`config.mk`:
```
export PLATFORM = sky130hd
export DESIGN_NAME = stream_demux_1to2
export DESIGN_NICKNAME = d
export VERILOG_FILES = /design/src/rtl/stream_demux_1to2.sv
export SDC_FILE = /design/constraint.sdc
export NUM_CORES = 1
export LEC_CHECK = 0
export CORE_UTILIZATION = 47
export CTS_CLUSTER_DIAMETER = 200
export DETAILED_ROUTE_END_ITERATION = 16
export PLACE_DENSITY_LB_ADDON = 0.2
export REMOVE_ABC_BUFFERS = 1
export SLEW_MARGIN = 10
export SYNTH_ARGS = -nofsm -noshare
export SYNTH_HDL_FRONTEND = slang
export SYNTH_HIERARCHICAL = 1
export SYNTH_SLANG_ARGS = --single-unit
```
`constraint.sdc`:
```
create_clock -name clk_i -period 3.2 [get_ports clk_i]
set_clock_uncertainty 0.15 [all_clocks]
set_input_delay 0.32 -clock clk_i [delete_from_list [all_inputs] [get_ports clk_i]]
set_output_delay 0.32 -clock clk_i [all_outputs]
set_load 0.01 [all_outputs]
```
`src/rtl/stream_demux_1to2.sv`:
```
// 1-to-2 stream demultiplexer: each accepted beat is steered by sel_i into a
// per-channel 2-entry FIFO, so a stalled channel never blocks the other one.

module stream_demux_1to2_fifo2 #(
    parameter int BIT_WIDTH = 8
) (
    input  logic                 clk_i,
    input  logic                 rst_i,
    input  logic                 i_push,
    input  logic [BIT_WIDTH-1:0] i_data,
    input  logic                 i_ready,
    output logic                 o_valid,
    output logic [BIT_WIDTH-1:0] o_data,
    output logic [1:0]           o_count,
    output logic [15:0]          o_beats
);

    logic [BIT_WIDTH-1:0] r_mem [2];
    logic                 r_head;
    logic                 r_tail;
    logic [1:0]           r_count;
    logic [15:0]          r_beats;
    logic                 w_pop;

    always_comb begin
        o_valid = (r_count != 2'd0);
        o_data  = r_mem[r_head];
        o_count = r_count;
        o_beats = r_beats;
        w_pop   = o_valid && i_ready;
    end

    always_ff @(posedge clk_i or posedge rst_i) begin
        if (rst_i) begin
            r_mem[0] <= '0;
            r_mem[1] <= '0;
            r_head   <= 1'b0;
            r_tail   <= 1'b0;
            r_count  <= '0;
            r_beats  <= '0;
        end else begin
            // The parent never pushes at count 2, so push+pop only occurs at count 1.
            if (i_push) begin
                r_mem[r_tail] <= i_data;
                r_tail        <= ~r_tail;
            end
            if (w_pop) begin
                r_head  <= ~r_head;
                r_beats <= r_beats + 16'd1;
            end
            unique case ({i_push, w_pop})
                2'b10:   r_count <= r_count + 2'd1;
                2'b01:   r_count <= r_count - 2'd1;
                default: r_count <= r_count;
            endcase
        end
    end

endmodule

module stream_demux_1to2 #(
    parameter int BIT_WIDTH = 8
) (
    input  logic                 clk_i,
    input  logic                 rst_i,
    input  logic                 in_valid_i,
    output logic                 in_ready_o,
    input  logic                 sel_i,
    input  logic [BIT_WIDTH-1:0] data_i,
    output logic                 a_valid_o,
    input  logic                 a_ready_i,
    output logic [BIT_WIDTH-1:0] a_data_o,
    output logic                 b_valid_o,
    input  logic                 b_ready_i,
    output logic [BIT_WIDTH-1:0] b_data_o,
    output logic [1:0]           a_count_o,
    output logic [1:0]           b_count_o,
    output logic [15:0]          a_beats_o,
    output logic [15:0]          b_beats_o
);

    logic w_accept;
    logic w_push_a;
    logic w_push_b;

    // Readiness looks only at the addressed channel's registered occupancy.
    always_comb begin
        in_ready_o = ((sel_i ? b_count_o : a_count_o) != 2'd2);
        w_accept   = in_valid_i && in_ready_o;
        w_push_a   = w_accept && !sel_i;
        w_push_b   = w_accept && sel_i;
    end

    stream_demux_1to2_fifo2 #(.BIT_WIDTH(BIT_WIDTH)) u_fifo_a (
        .clk_i   (clk_i),
        .rst_i   (rst_i),
        .i_push  (w_push_a),
        .i_data  (data_i),
        .i_ready (a_ready_i),
        .o_valid (a_valid_o),
        .o_data  (a_data_o),
        .o_count (a_count_o),
        .o_beats (a_beats_o)
    );

    stream_demux_1to2_fifo2 #(.BIT_WIDTH(BIT_WIDTH)) u_fifo_b (
        .clk_i   (clk_i),
        .rst_i   (rst_i),
        .i_push  (w_push_b),
        .i_data  (data_i),
        .i_ready (b_ready_i),
        .o_valid (b_valid_o),
        .o_data  (b_data_o),
        .o_count (b_count_o),
        .o_beats (b_beats_o)
    );

endmodule

```
==> metrics.yaml <==
timing:
  tns_ps: 0
  period_needed_ps: 2300
  min_period_over_period_pct: 72.0
  setup_violations: 0
  finalHoldViolations: 0
  maxSlewHeadroom_pct: 65.2
  tightestPinTransition_ps: 522
  clock.fmax_ghz: 0.434
  drv_slew: 0
  rsz0062_at_grt: "no"
power:
  power_leakage_nw: 1.86
  p_comb_share_pct: 39.0
  p_sw_mw: 1.18
  power_density_nw_per_um2: 914
  clkPwrFrac_pct: 20.4
  peakVddDrop_mv: 0.503
  switching_share_pct: 30.9
  pwr-share-seq_pct: 40.6
  p_int_mw: 2.65
yosys:
  yosysWarningCount: 6
  synth-simple-area-share_pct: 11.8
  synth_edf_count: 0
  yosysTopAreaCellShare_pct: 56.3
  synth_compound_area_share_pct: 0.898
  synth_cell_types: 31
  syn_area_um2: 3200
  synth_common_cells: "72 x dfrtp_1, 46 x mux2_2, 22 x xnor2_1"
  synthTopCellsByArea: "dfrtp_1 56%, mux2_2 16%, xnor2_1 6.0%, xor2_1 4.9%, nand2_1 2.2%"
  synth.largest_area_cell: "dfrtp_1"
  synth_xor_area_share_pct: 10.9
  synth_top_family_by_area: "multiplexers"
  synth_ff_type: "dfrtp_1"
  synth_most_common_cell: "dfrtp_1"
  avgSynthCellArea_um2: 13.1
  muxShareOfSynthArea_pct: 16.9
  ys_seq_elements: 72
  synthAdderAreaFrac_pct: 1.56
  async_flop_share_pct: 100
  syn_inst: 245
  seq_area_frac_synth_pct: 56.3
critical_path:
  crit_buf_inv: 1
  start_kind: "flip-flop"
  cp_data_arrival_time_ps: 1830
  worstPathCellList: "mux2_2, clkdlybuf4s50_1"
  cp_slowest_stage_delay_ps: 620
  crit_path_start: "u_fifo_a/r_head"
  required_ps: 2730
  regToRegSetupSlack_ps: 1330
  cp_max_fo: 9
  end_kind: "output pin"
  worst_path_max_delay_cell: "dfrtp_1"
  cpLargestDelayFamily: "flip-flops"
  path_class: "flip-flop to output pin"
  reg2reg_from: "u_fifo_a/o_count[1]"
status:
  violations: "DRC"
  status: "complete, but fails checks"
global_routing:
  grt_max_degree: 37
  grt_pass1_vias: 2048
  grt_busiest_layer: "met1"
  grt_usage_pct: 17.9
  grt_pass1_wl_mm: 10.0
  use_met3_pct: 4.33
  antenna_found_initial: 0
  use_met1_pct: 26.6
  grt_overflow: 0
  gr-usage-met2_pct: 25.7
clocking:
  clkLatencyLatePin_ps: 330
  cts_setup_buffers: 0
  clkTransAtPathRegs_ps: 80
  cts_tree: "yes"
  cts-root-buf: "clkbuf_8"
  ctsResizeCount: 0
  cts_buffer_depth: 2
  numCtsBuffers: 9
  postCtsHoldBufs: 0
  cts.htree.levels: 3
  cts_sinks: 72
route:
  first_pass_iters: 10
  wirelength_mm: 5.94
  drc: 8
  ant_nets: 0
  num_vias: 2053
  first_iter_violations: 87
  avgRoutedWirePerCell_um: 14.7
  vias_per_cell: 5.08
layout:
  final_util_pct: 65.0
  area_delta_synth_final_pct: 31.1
  antenna_cells: 0
  drive_above_1_share_pct: 22.0
  fin_nets: 340
floorplan:
  ios: 69
  core_um2: 6460
  fp-row-count: 29
  die-area_um2: 7150
  die_x_um: 84.6
  initial_core_util_pct: 49.6
  fp.dieH_um: 84.6
placed_design:
  routabilityCongestion: 0.704
  dp_hpwl_mm: 4.12
  io_buffers: 68
run:
  drv_cap: 0
hold_path:
  hold_class: "input port to asynchronous set/reset pin"
-- cells in the final DEF, fill, tap and decap left out, types with 3 or more instances in the layout --
cell             netlist  layout
clkbuf_8               0      10
nand2_1               19      19
clkdlybuf4s50_1        0      68
ha_1                   4       4
inv_1                  8       8
xnor2_1               22      22
nand3_1                7       7
mux2_2                46      46
and3_1                 3       3
nor3_1                 5       5
dfrtp_1               72      72
nor2_1                 7       7
xor2_1                18      18
and4_1                 3       3
nand4_1                7       7
-- cell type report --
class | instances | area [um^2]
clock buffers | 11 | 141
clock inverters | 5 | 78.8
fillers | 512 | 2260
inverters | 9 | 38.8
multi-input cells | 160 | 1350
flip-flops and latches | 72 | 1800
well taps | 77 | 96.3
repair buffers | 70 | 696
-- cells by family (layout without fill, tap and decap cells) --
kind of cell / Yosys count / after routing
adders and majority gates: 4 / 4
buffers and inverters: 13 / 95
and+or+nand+nor: 64 / 64
AOI/OAI and AO/OA: 4 / 4
muxes: 48 / 48
DFF: 72 / 72
xor gates and xnor gates: 40 / 40
-- power by group through the flow --
stage	registers, mW	logic, mW	clock network (mW)
4_1_cts	1.56	1.52	0.805
6_report	1.56	1.50	0.785
2_1_floorplan	1.54	0.809	0
5_1_grt	1.61	1.61	0.849
3_5_place_dp	1.57	1.51	0
3_3_place_gp	1.56	1.48	0
-- layer usage --
layer	share of wire, %	up-vias
met3	5.4	5
met1	49	998
met2	44	48
li1	-	1002
met5	0	-
met4	0.96	0
-- state kept, by name, indices dropped and copies added, names as in the netlist --
name              count
u_fifo_a/r_tail       1
u_fifo_b/r_tail       1
u_fifo_b/r_mem       16
u_fifo_b/o_count      2
u_fifo_a/o_count      2
u_fifo_b/o_beats     16
u_fifo_a/r_head       1
u_fifo_b/r_head       1
u_fifo_a/o_beats     16
u_fifo_a/r_mem       16
-- worst reg2reg max path, stage by stage, from the launching register on --
cell and delay, ps:
dfrtp_1 420, nor2b_1 160, nor3b_2 310, nand2b_1 350, mux2_2 370
-- final timing paths --
kind | cells after the start | endpoint
min in group clk_i | 1 | u_fifo_a/o_beats[15]
hold / removal | 2 | u_fifo_a/r_mem[5]
hold reg to reg | 1 | u_fifo_a/o_beats[15]
max in group asynchronous | 3 | u_fifo_a/o_count[0]
setup reg to reg | 4 | u_fifo_a/r_mem[14]
setup / recovery | 2 | a_data_o[6]
-- through the flow --
step	power, mW	instance area [um^2]	hold slack, ps	worst slack (ps)	instances
2_1_floorplan	2.35	3190	302	1430	241
3_3_place_gp	3.04	3980	308	1000	388
3_5_place_dp	3.08	3980	308	968	388
4_1_cts	3.88	4200	216	871	404
5_1_grt	4.08	4200	244	813	404
6_report	3.84	4200	210	896	404
Note: power is estimated with default switching activity, not from simulation.
